===== config.mk =====
export PLATFORM = sky130hd
export DESIGN_NAME = mxint8_block_collector
export DESIGN_NICKNAME = d
export VERILOG_FILES = /design/src/rtl/mxint8_pkg.sv /design/src/rtl/mxint8_block_collector.sv
export SDC_FILE = /design/constraint.sdc
export NUM_CORES = 1
export LEC_CHECK = 0
export BUFFER_PORTS_ARGS = -buffer_cell sky130_fd_sc_hd__buf_2
export CAP_MARGIN = 20
export CORE_MARGIN = 1
export CORE_UTILIZATION = 53
export CTS_CLUSTER_SIZE = 28
export DETAILED_ROUTE_END_ITERATION = 7
export PLACE_DENSITY = 0.79
export SLEW_MARGIN = 20
export SYNTH_ARGS = -nofsm -noshare
export SYNTH_HDL_FRONTEND = slang
export SYNTH_SLANG_ARGS = --single-unit

===== constraint.sdc =====
create_clock -name clk -period 10.54 [get_ports clk]
set_clock_uncertainty 0.2 [all_clocks]
set_input_delay 1.054 -clock clk [delete_from_list [all_inputs] [get_ports clk]]
set_output_delay 1.054 -clock clk [all_outputs]
set_load 0.02 [all_outputs]

===== src/rtl/mxint8_pkg.sv =====
// Shared constants, types and FSM encoding for the MXINT8 block collector.
package mxint8_pkg;

    localparam int BLOCK_SIZE  = 32;
    localparam int ELEM_WIDTH  = 8;
    localparam int SCALE_WIDTH = 8;
    localparam int CNT_WIDTH   = $clog2(BLOCK_SIZE);

    typedef logic [ELEM_WIDTH-1:0] mxint8_elem_t;
    typedef mxint8_elem_t mxint8_block_t [BLOCK_SIZE-1:0];

    typedef enum logic [1:0] {
        S_SCALE,
        S_ELEM,
        S_FULL,
        S_DRAIN
    } collector_state_t;

endpackage


===== src/rtl/mxint8_block_collector.sv =====
// Collects a byte-serial MXINT8 stream (scale beat followed by BLOCK_SIZE
// element beats) into a parallel block for the block-sum stage, flagging and
// resynchronising on framing errors signalled through the last-beat flag.
module mxint8_block_collector
    import mxint8_pkg::*;
(
    input  logic                   clk,
    input  logic                   rst,
    input  logic                   i_valid,
    output logic                   o_ready,
    input  logic [ELEM_WIDTH-1:0]  i_data,
    input  logic                   i_last,
    output logic                   o_valid,
    input  logic                   i_ready,
    output logic [SCALE_WIDTH-1:0] o_scale,
    output logic [ELEM_WIDTH-1:0]  o_mxint8_elements [BLOCK_SIZE-1:0],
    output logic                   o_err
);

    localparam logic [CNT_WIDTH-1:0] LAST_IDX = CNT_WIDTH'(BLOCK_SIZE - 1);

    collector_state_t      state_q;
    collector_state_t      state_d;
    logic [CNT_WIDTH-1:0]  cnt_q;
    logic [CNT_WIDTH-1:0]  cnt_d;
    logic                  err_d;
    logic                  ready_q;
    logic                  valid_q;
    logic                  err_q;
    logic                  beat;
    logic                  block_xfer;

    // Handshakes are qualified by the registered ready/valid flags only.
    assign beat       = i_valid && ready_q;
    assign block_xfer = valid_q && i_ready;

    assign o_ready = ready_q;
    assign o_valid = valid_q;
    assign o_err   = err_q;

    // Framing FSM: decides the next state, counter and error event per beat.
    always_comb begin
        state_d = state_q;
        cnt_d   = cnt_q;
        err_d   = 1'b0;
        case (state_q)
            S_SCALE: begin
                if (beat) begin
                    if (i_last) begin
                        err_d = 1'b1;
                    end else begin
                        state_d = S_ELEM;
                        cnt_d   = '0;
                    end
                end
            end
            S_ELEM: begin
                if (beat) begin
                    if (cnt_q == LAST_IDX) begin
                        if (i_last) begin
                            state_d = S_FULL;
                        end else begin
                            err_d   = 1'b1;
                            state_d = S_DRAIN;
                        end
                    end else if (i_last) begin
                        err_d   = 1'b1;
                        state_d = S_SCALE;
                    end else begin
                        cnt_d = cnt_q + 1'b1;
                    end
                end
            end
            S_FULL: begin
                if (block_xfer) begin
                    state_d = S_SCALE;
                end
            end
            S_DRAIN: begin
                if (beat && i_last) begin
                    state_d = S_SCALE;
                end
            end
            default: begin
                state_d = S_SCALE;
            end
        endcase
    end

    // State, counter and registered handshake/error flags; ready stays low in
    // reset and rises on the first clock after it so nothing is taken early.
    always_ff @(posedge clk or posedge rst) begin
        if (rst) begin
            state_q <= S_SCALE;
            cnt_q   <= '0;
            ready_q <= 1'b0;
            valid_q <= 1'b0;
            err_q   <= 1'b0;
        end else begin
            state_q <= state_d;
            cnt_q   <= cnt_d;
            ready_q <= (state_d != S_FULL);
            valid_q <= (state_d == S_FULL);
            err_q   <= err_d;
        end
    end

    // Raw capture of the scale and element beats; nothing is written in S_FULL,
    // so the presented block stays stable until the sum stage takes it.
    always_ff @(posedge clk or posedge rst) begin
        if (rst) begin
            o_scale <= '0;
            for (int i = 0; i < BLOCK_SIZE; i++) begin
                o_mxint8_elements[i] <= '0;
            end
        end else begin
            if (state_q == S_SCALE && beat) begin
                o_scale <= i_data[SCALE_WIDTH-1:0];
            end
            if (state_q == S_ELEM && beat) begin
                o_mxint8_elements[cnt_q] <= i_data;
            end
        end
    end

endmodule

# After elaboration in Yosys (flattened, before gate mapping)
# Index checks and enable logic that the tools add are counted.
# totals
ff_bits,274
inputBits,13
out_inout_bits,267
elab_cells,85
# classes
add_sub_neg,1
order_cmp,2
eq_ne,11
mux,24
n_reduce_logical,9
# ops
operator,count
256-bit bitwise mux,1
8-bit demux with 5-bit select,1
5-bit 2-to-1 mux,5
2-bit 2-to-1 mux,7
"2-bit inequality test, second input constant",6
5-bit case mux with 2 select lines,1
8-bit 2-to-1 mux,1
2-bit case mux with 4 select lines,1
"2-bit equality test, second input constant",3
1-bit logical AND,6
"5-bit by 6-bit less-than comparator with 1-bit output, second input constant",1
1-bit 2-to-1 mux,6
6-bit AND reduction,1
"5-bit by 1-bit adder with 5-bit output, second input constant",1
"5-bit equality test, second input constant",1
"5-bit by 1-bit >= comparator with 1-bit output, second input constant",1
"2-bit by 1-bit equality test with 1-bit output, second input constant",1
2-bit zero test,1
1-bit case mux with 2 select lines,1
2-bit nonzero test,1

# Logic depth before layout (Yosys ltp)
# Gate-level depths: netlist of the first run.
# logic_depth
word_depth,5
mapped_depth,7
depth_no_buf,6

# Least setup slack after synthesis of the first run
# No wires, ideal clock.
# synth_path
kind,input -> register
from,input i_valid
to,register o_mxint8_elements[128] in the netlist's numbering
setup_ns,0.125
t_arrival_ns,2.138
t_required_ns,10.215
slack_ns,8.077
stages,4
n_path_buf,1
path_cell_list,nand3b_4 > buf_2 > nor3b_4 > mux2_2
# synth_via
elab_chain_cells,2
# synth_rtl
element,line_no,rtl
"start, declared",mxint8_block_collector.sv:9,"input logic i_valid,"
1-bit logical AND,mxint8_block_collector.sv:34,assign beat = i_valid && ready_q;
1-bit logical AND,mxint8_block_collector.sv:120,if (state_q == S_ELEM && beat) begin
"end signal, assigned by index",mxint8_block_collector.sv:121,o_mxint8_elements[cnt_q] <= i_data;
"end, declared",mxint8_block_collector.sv:16,"output logic [ELEM_WIDTH-1:0] o_mxint8_elements [BLOCK_SIZE-1:0],"
# No other way between the ends.
# A chain may end at the register's enable or synchronous reset.

# Worst setup path in the final report of the first run
# layout_path
from,input i_valid
to,register o_mxint8_elements[106] in the netlist's numbering
# Same word-level chain as after synthesis.

==> results of run 1 <==
[cell type report]
class | instances | area (sq um) | share of cell area (%)
Clock inverter | 1 | 5.00 | 0.0384
Multi-Input combinational cell | 349 | 3610 | 27.7
Inverter | 4 | 22.5 | 0.173
Timing Repair Buffer | 281 | 1410 | 10.8
Clock buffer | 44 | 800 | 6.13
Tap cell | 265 | 332 | 2.54
Sequential cell | 274 | 6860 | 52.6
[per-layer routing]
metal / wire [microns] / vias up / global-route usage, %
li1: - / 2901 / -
met1: 11300 / 3485 / 33.8
met2: 12100 / 245 / 41.7
met3: 2060 / 49 / 7.30
met4: 758 / 0 / 7.61
met5: 0 / - / 0
[per-stage QoR]
| stage | util (%) | total power [uW] | area, sq um | hold WS [ps] | instances |
|---|---|---|---|---|---|
| after floorplan | - | 1790 | 10600 | 344 | 667 |
| after global placement | 62.4 | 2030 | 12200 | 283 | 1173 |
| after detailed placement | 62.4 | 2060 | 12200 | 287 | 1173 |
| after CTS | 66.6 | 2950 | 13000 | 301 | 1218 |
| after global routing | 66.6 | 3050 | 13000 | 305 | 1218 |
| final | 66.6 | 2920 | 13000 | 296 | 1218 |
[synthesized netlist by cell type, types with 2 or more instances]
library cell,count
dfrtp_1,274
mux2_2,264
clkbuf_1,32
nand3_1,25
buf_2,7
ha_1,5
nand2_1,5
nor3b_4,5
and3b_1,4
inv_1,4
nor3b_2,4
o21ai_0,4
a31oi_1,3
and3_1,3
nor2b_1,3
a21o_1,2
a21oi_1,2
nand2b_1,2
nor2_1,2
nor3_1,2
[final timing paths]
kind	startpoint	end	slack [ps]	depth (start not counted)
worst max-delay path	i_valid	o_mxint8_elements[106]	7640	4
worst min-delay path	o_mxint8_elements[245]	o_mxint8_elements[245]	300	1
worst max register to register	state_q[0]	o_mxint8_elements[106]	7690	3
worst min register to register	o_mxint8_elements[245]	o_mxint8_elements[245]	300	1
max in group asynchronous	rst	o_mxint8_elements[153]	8150	3
min in group asynchronous	rst	o_mxint8_elements[226]	460	2
[report_power, final]
| part | total [uW] | switching (uW) | internal, uW |
|---|---|---|---|
| Sequential | 1310 | 96.8 | 1220 |
| Combinational | 723 | 451 | 272 |
| Clock | 887 | 376 | 511 |
| Total | 2920 | 924 | 2000 |
[cells by family after synthesis]
| logic type | synth area share [%] |
|---|---|
| adder cells (fa/ha/maj) | 0.588 |
| XOR/XNOR | 0.0823 |
| multiplexers | 27.9 |
| AND/OR/NAND/NOR | 4.35 |
| AO/OA/AOI/OAI | 0.976 |
| buffers and inverters | 1.63 |
| flip-flops | 64.4 |
[sequential cells by signal (all words and copies together) (netlist names)]
| name | flops |
|---|---|
| o_ready | 1 |
| o_valid | 1 |
| state_q | 2 |
| o_err | 1 |
| cnt_q | 5 |
| o_scale | 8 |
| o_mxint8_elements | 256 |
==> results.json, run 1 <==
{
  "status": "finished, final reports clean",
  "maxSlewHeadroom_pct": 34.3,
  "ios": 280,
  "report.final.slew_viol_count": 0,
  "drv_cap": 0,
  "crit_chain": "buf_2 > and4b_1 > nand3_1 > mux2_2",
  "layout_setup_ws_ps": 7640,
  "cp_slowest_stage_delay_ps": 860,
  "clockBufferDepth": 3,
  "synth_edf_count": 0,
  "final_cell_mix": "279 x buf_2, 274 x dfrtp_1, 264 x mux2_2",
  "grt_pass1_vias": 6771,
  "ys_top_cells_by_area": "dfrtp_1 64%, mux2_2 28%, nand3_1 1.2%",
  "async_flop_share_pct": 100,
  "hold_violations": 0,
  "via_count": 6680,
  "leakage_uw": 0.00730,
  "groute.usage.overall_pct": 25.8,
  "syn-num-nets": 685,
  "drive_gt1_share_pct": 62.1,
  "dp_hpwl_microns": 16800,
  "grt_pass1_wl_microns": 40000,
  "cts-root-buf": "clkbuf_16",
  "cts_buffers": 27,
  "fp-row-count": 51,
  "dieArea_sq_um": 20600,
  "synthCells": 667,
  "ant_nets": 0,
  "hold_buffers": 0,
  "syn-cell-area_sq_um": 10600,
  "arrival_ps": 3100,
  "antenna_found_initial": 0,
  "rsz0062_at_grt": "no",
  "critPathLaunchType": "primary input",
  "synth_top_cell_by_area": "dfrtp_1",
  "cp_slowest_cell": "and4b_1",
  "avgSynthCellArea_sq_um": 16.0,
  "tightest_slew_ps": 984,
  "antennaDiodeCount": 0,
  "post_cts_buffers": 0,
  "worstHoldPathType": "reg -> reg",
  "synth_cell_types": 35,
  "ys_ff_latch": 274,
  "die_x_microns": 144,
  "crit_type": "in -> reg",
  "cp_num_buf_inv": 1,
  "powerDensity_nw_per_um2": 224,
  "path_clk_slew_ps": 60,
  "dr.pass1.iters": 4,
  "num-nets-final": 955,
  "fmax_ghz": 0.345,
  "ys_warn_count": 0,
  "grt_max_degree": 126,
  "finalSetupViolations": 0,
  "portBuffers": 279,
  "crit_family": "simple AND/OR/NAND/NOR gates",
  "routabilityCongestion": 0.789,
  "fin_crit_sh_pct": 27.5,
  "yosys_most_used_dff": "dfrtp_1",
  "final_common_cell": "buf_2",
  "fill_cells": 1418,
  "final.setup.tns_ps": 0,
  "start_util_pct": 54.3,
  "clock_latency_ps": 520,
  "finalWirelength_microns": 26300,
  "postCtsResizedCells": 0,
  "required_ps": 10740,
  "cts_tree": "built",
  "crit_path_end_kind": "flop",
  "numClockSinks": 274,
  "drc": 0,
  "area_delta_synth_final_pct": 22.5,
  "first_iter_violations": 294,
  "cts_max_level": 1,
  "synth.top_cell.area_share_pct": 64.4,
  "coreArea_sq_um": 19600,
  "die_h_microns": 144,
  "grt_overflow": 0,
  "min_period_ps": 2900,
  "dpl_worst_slack_ps": 7130,
  "ys_seq_area_share_pct": 64.4,
  "path_max_fanout": 24,
  "routedWlPerCell_microns": 21.6,
  "vdd_drop_max_mv": 0.147,
  "viasPerCell": 5.48
}
(Power assumes the default switching activity.)
==> run 2, diff against run 1 <==
--- a/config.mk
+++ b/config.mk
@@ -5,6 +5,7 @@
 export SDC_FILE = /design/constraint.sdc
 export NUM_CORES = 1
 export LEC_CHECK = 0
+export ABC_AREA = 1
 export BUFFER_PORTS_ARGS = -buffer_cell sky130_fd_sc_hd__buf_2
 export CAP_MARGIN = 20
 export CORE_MARGIN = 1
==> constraint.sdc (replaced) <==
create_clock -name clk -period 2.9 [get_ports clk]
set_clock_uncertainty 0.2 [all_clocks]
set_input_delay 0.29 -clock clk [delete_from_list [all_inputs] [get_ports clk]]
set_output_delay 0.29 -clock clk [all_outputs]
set_load 0.02 [all_outputs]
==> results.json, run 2 <==
{
  "drv_cap": 0,
  "cp_num_cells": 6,
  "report.final.slew_viol_count": 0,
  "final.setup.tns_ps": 0,
  "fmax_ghz": 0.406,
  "powerDensity_nw_per_um2": 695,
  "synth_top_cell_by_area": "dfrtp_1",
  "postCtsResizedCells": 0,
  "clockBufferDepth": 3,
  "grt_overflow": 0,
  "largest_register_ffs": 256,
  "routabilityCongestion": 0.876,
  "reg2reg_to": "o_mxint8_elements[233]",
  "grt_pass1_vias": 8624,
  "clock_latency_ps": 530,
  "ys_warn_count": 0,
  "synthMuxAreaShare_pct": 0,
  "rsz0062_at_grt": "no",
  "post_cts_buffers": 0,
  "coreArea_sq_um": 19700,
  "grt_max_degree": 102,
  "ys_ff_latch": 274,
  "via_count": 9285,
  "path_max_fanout": 13,
  "synth_top_family_by_area": "simple AND/OR/NAND/NOR gates",
  "drive_gt1_share_pct": 22.7,
  "grt_pass1_wl_microns": 48100,
  "ys_seq_area_share_pct": 64.0,
  "fin_crit_sh_pct": 85.0,
  "groute.usage.overall_pct": 30.7,
  "portBuffers": 279,
  "maxSlewHeadroom_pct": 32.1,
  "worstHoldPathType": "in -> async",
  "crit_path_end_kind": "flop",
  "place_area_sq_um": 12400,
  "synth-compound-area-share_pct": 0.981,
  "cts_buffers": 28,
  "antenna_found_initial": 0,
  "first_iter_violations": 665,
  "synth.top_cell.area_share_pct": 64.0,
  "yosys_most_used_dff": "dfrtp_1",
  "leakage_uw": 0.00826,
  "crit_family": "simple AND/OR/NAND/NOR gates",
  "reg2regPathDepth": 6,
  "synth_common_cells": "822 x nand2_1, 274 x dfrtp_1, 30 x inv_1, 26 x clkbuf_1, 24 x nor2_1",
  "yosys.cell_count.top_type": "nand2_1",
  "ys_top_cells_by_area": "dfrtp_1 64%, nand2_1 29%, inv_1 1.1%",
  "min_period_ps": 2460,
  "ios": 280,
  "path_clk_slew_ps": 60,
  "endpoint": "o_mxint8_elements[233]",
  "cts_tree": "built",
  "intPower_uw": 6550,
  "synthCells": 1255,
  "synth_xor_area_share_pct": 0.0817,
  "final_util_pct": 67.8,
  "numClockSinks": 274,
  "start_util_pct": 54.5,
  "p_sw_share_pct": 29.2,
  "combPwrFrac_pct": 15.8,
  "hold_buffers": 5,
  "required_ps": 3110,
  "status": "finished, final reports clean",
  "vdd_drop_max_mv": 0.449,
  "cts_max_level": 1,
  "arrival_ps": 2680,
  "synth_edf_count": 0,
  "dr.pass1.iters": 5,
  "routedWlPerCell_microns": 17.4,
  "critPathLaunchType": "flop",
  "cp_slowest_cell": "nor2_2",
  "clock_power_share_pct": 37.2,
  "async_flop_share_pct": 100,
  "final_cell_mix": "822 x nand2_1, 279 x buf_2, 274 x dfrtp_1",
  "die_x_microns": 144,
  "antennaDiodeCount": 0,
  "finalInstanceArea_sq_um": 13300,
  "worstSetupStartpoint": "state_q[1]",
  "yosys.area_share.simple_pct": 32.0,
  "area_delta_synth_final_pct": 24.3,
  "tightest_slew_ps": 1020,
  "largest-register": "o_mxint8_elements",
  "fill_cells": 1625,
  "synthAdderAreaFrac_pct": 0.584,
  "cp_slowest_stage_delay_ps": 620,
  "hold_violations": 0,
  "top_regs": "o_mxint8_elements (256), o_scale (8), cnt_q (5)",
  "r2r_slack_ps": 440,
  "die_h_microns": 144,
  "final_common_cell": "nand2_1",
  "switchingPower_uw": 2700,
  "r2r_start": "state_q[1]",
  "syn-num-nets": 1273,
  "syn-cell-area_sq_um": 10700,
  "ant_nets": 0,
  "dieArea_sq_um": 20800,
  "dp_hpwl_microns": 20400,
  "crit_type": "reg -> reg",
  "crit_top_cell": "nand2_1",
  "cp_num_buf_inv": 0,
  "sequentialPowerShare_pct": 46.9,
  "fp-row-count": 51,
  "crit_chain": "nor2_4 > nand2_2 > nor2_2 > nand2_1 > nand2_1 > nand2_1",
  "num-nets-final": 1558,
  "viasPerCell": 5.09,
  "finalWirelength_microns": 31800,
  "drc": 0,
  "synth_cell_types": 18,
  "finalSetupViolations": 0,
  "avgSynthCellArea_sq_um": 8.54,
  "cts-root-buf": "clkbuf_16"
}
-- run 2: per-layer routing --
layer	vias up	GRT usage, %	wire (microns)
met5	-	0	0
met4	0	12.4	1240
met3	77	7.32	2940
met2	419	47.2	14200
met1	4417	42.1	13400
li1	4372	-	-
-- run 2: logic make-up (layout without fill, tap and decap cells) --
group / Yosys count / count (layout)
flip-flops: 274 / 274
AO/OA/AOI/OAI: 21 / 21
adder cells (fa/ha/maj): 5 / 5
buffers and inverters: 68 / 373
XOR/XNOR: 1 / 1
AND/OR/NAND/NOR: 886 / 886
-- run 2: worst reg2reg max path: cells and delay by family (launching register included) --
kind	cells	cell delay (ps)
simple gates	6	1700
flops	1	460
-- run 2: cell type report --
type	count	area, sq um	share of cell area [%]
multi-input combinational	913	3600	27.0
clock buffer	43	838	6.29
sequential	274	6860	51.5
clock inverter	7	48.8	0.366
tap	265	332	2.49
timing repair buffer	291	1520	11.4
inverter	32	124	0.930
-- run 2: worst min-delay path by stage --
stage                             end  cells after the start
6_report       o_mxint8_elements[182]                      3
5_1_grt        o_mxint8_elements[157]                      3
4_1_cts        o_mxint8_elements[157]                      3
3_5_place_dp   o_mxint8_elements[180]                      2
3_3_place_gp   o_mxint8_elements[180]                      2
2_1_floorplan                   o_err                      2
-- run 2: power groups by stage --
| stage | Clock [uW] | Sequential (uW) | Combinational (uW) |
|---|---|---|---|
| finish | 3450 | 4350 | 1470 |
| CTS | 3480 | 4340 | 1470 |
| global placement | 0 | 4400 | 1430 |
| floorplan | 0 | 4800 | 489 |
| global route | 3650 | 4380 | 1590 |
| detailed placement | 0 | 4400 | 1460 |
-- run 2: through the flow --
stage	std cells	setup slack, ps	power [uW]	hold WS (ps)
2_1_floorplan	1255	-1210	5290	244
3_3_place_gp	1770	603	5830	107
3_5_place_dp	1770	533	5860	102
4_1_cts	1825	509	9290	99.9
5_1_grt	1825	345	9610	104
6_report	1825	435	9260	111
==> run 3, diff against run 2 <==
==> constraint.sdc (replaced) <==
create_clock -name clk -period 2.5 [get_ports clk]
set_clock_uncertainty 0.2 [all_clocks]
set_input_delay 0.25 -clock clk [delete_from_list [all_inputs] [get_ports clk]]
set_output_delay 0.25 -clock clk [all_outputs]
set_load 0.02 [all_outputs]
==> results.json, run 3 (synthesized netlist as in run 2, its figures left out) <==
{
  "drc": 0,
  "final.setup.tns_ps": 0,
  "status": "finished, final reports clean",
  "critPathLaunchType": "flop",
  "fin_crit_sh_pct": 87.9,
  "finalInstanceArea_sq_um": 13600,
  "clock_latency_ps": 530,
  "r2r_start": "state_q[1]",
  "post_cts_buffers": 0,
  "antennaDiodeCount": 0,
  "crit_family": "simple AND/OR/NAND/NOR gates",
  "antenna_found_initial": 0,
  "ios": 280,
  "busiest_layer": "met2",
  "first_iter_violations": 620,
  "coreArea_sq_um": 19700,
  "finalSetupViolations": 0,
  "hold_depth": 3,
  "final_common_cell": "nand2_1",
  "largest-register": "o_mxint8_elements",
  "cp_num_buf_inv": 1,
  "crit_top_cell": "nand2_1",
  "holdPathEnd": "o_mxint8_elements[134]",
  "largest_register_ffs": 256,
  "place_area_sq_um": 12600,
  "grtUsageMet2_pct": 49.6,
  "cts_buffers": 27,
  "die_h_microns": 144,
  "dr.pass1.iters": 5,
  "layout_setup_ws_ps": 302,
  "groute.usage.overall_pct": 31.6,
  "drive_gt1_share_pct": 23.7,
  "arrival_ps": 2470,
  "crit_type": "reg -> reg",
  "cp_slowest_stage_delay_ps": 610,
  "final_cell_mix": "822 x nand2_1, 279 x buf_2, 274 x dfrtp_1",
  "postCtsResizedCells": 0,
  "grt_max_degree": 50,
  "cp_slowest_cell": "nor2_1",
  "cts_max_level": 1,
  "fill_cells": 1563,
  "cp_num_cells": 7,
  "required_ps": 2770,
  "grt_pass1_vias": 9076,
  "worstHoldPathType": "in -> reg",
  "maxSlewHeadroom_pct": 52.4,
  "fmax_ghz": 0.455,
  "cts-root-buf": "clkbuf_16",
  "path_max_fanout": 8,
  "reg2regPathDepth": 7,
  "numClockSinks": 274,
  "ant_nets": 0,
  "met1_usage_pct": 41.8,
  "hold_violations": 0,
  "powerDensity_nw_per_um2": 805,
  "top_regs": "o_mxint8_elements (256), o_scale (8), cnt_q (5)",
  "fp-row-count": 51,
  "holdWs_ps": 36.3,
  "clockBufferDepth": 3,
  "tightest_slew_ps": 714,
  "routabilityCongestion": 0.862,
  "finalPower_uw": 11000,
  "rsz0062_at_grt": "no",
  "crit_chain": "inv_2 > nand2_1 > nor2_4 > nand2_2 > nor2_1 > nand2_1 > nand2_1",
  "r2r_slack_ps": 300,
  "report.final.slew_viol_count": 0,
  "cts_tree": "built",
  "dp_hpwl_microns": 21900,
  "die_x_microns": 144,
  "start_util_pct": 54.5,
  "grt_overflow": 0,
  "viasPerCell": 5.22,
  "vdd_drop_max_mv": 0.683,
  "portBuffers": 279,
  "num-nets-final": 1583,
  "via_count": 9651,
  "routedWlPerCell_microns": 17.6,
  "hold_start": "i_data[6]",
  "dpl_worst_slack_ps": 388,
  "leakage_uw": 0.00842,
  "hold_buffers": 10,
  "grt_pass1_wl_microns": 49600,
  "min_period_ps": 2200,
  "grt.met3_usage_pct": 8.01,
  "area_delta_synth_final_pct": 27.2,
  "finalWirelength_microns": 32600,
  "reg2reg_to": "o_mxint8_elements[177]",
  "path_clk_slew_ps": 60,
  "drv_cap": 0,
  "dieArea_sq_um": 20800,
  "crit_path_end_kind": "flop"
}
## run 3: cell count changes in the layout (fill, tap and decap cells not counted), sizes merged
cell / change
clkinv: -2
inv: +1
buf: +21
bufinv: +3
clkbuf: -3
dlygate4sd3: +5
## run 3: layer usage
layer	part of all wire [%]	up-vias	wire, microns
met5	0	-	0
met4	4.2	0	1370
met3	9.5	101	3110
met2	46	491	14900
met1	40	4651	13200
li1	-	4408	-
## run 3: cell type report
cell class	count	area [sq um]	area share, %
Multi-Input combinational cell	913	3600	26.4
Clock buffer	40	795	5.83
Timing Repair Buffer	317	1790	13.2
Tap cell	265	332	2.43
Clock inverter	9	126	0.927
Sequential cell	274	6860	50.3
Inverter	32	124	0.909
## run 3: worst max path at each step
stage / from / endpoint / slack [ps]
floorplan: rst / cnt_q[0] / -1570
global placement: state_q[1] / o_mxint8_elements[181] / 460
detailed placement: state_q[1] / o_mxint8_elements[181] / 390
CTS: state_q[1] / o_mxint8_elements[177] / 340
global route: state_q[1] / o_mxint8_elements[177] / 210
finish: state_q[1] / o_mxint8_elements[177] / 300
## run 3: metrics by stage
| stage | cells | util, % |
|---|---|---|
| after detailed placement | 1791 | 64.1 |
| after global routing | 1850 | 69.3 |
| after floorplan | 1255 | - |
| final | 1850 | 69.3 |
| after CTS | 1850 | 69.3 |
| after global placement | 1791 | 64.1 |
## run 3: where the power goes
group / leakage [uW] / total [uW] / internal (uW) / switching, uW
clock: 0.000453 / 4180 / 2500 / 1670
sequential: 0.00376 / 5040 / 4820 / 219
combinational: 0.00421 / 1760 / 522 / 1240
## run 3: worst min-delay path: cells and delay by family
kind	cells	cell delay, ps
buffers and inverters	1	290
and+or+nand+nor	2	180
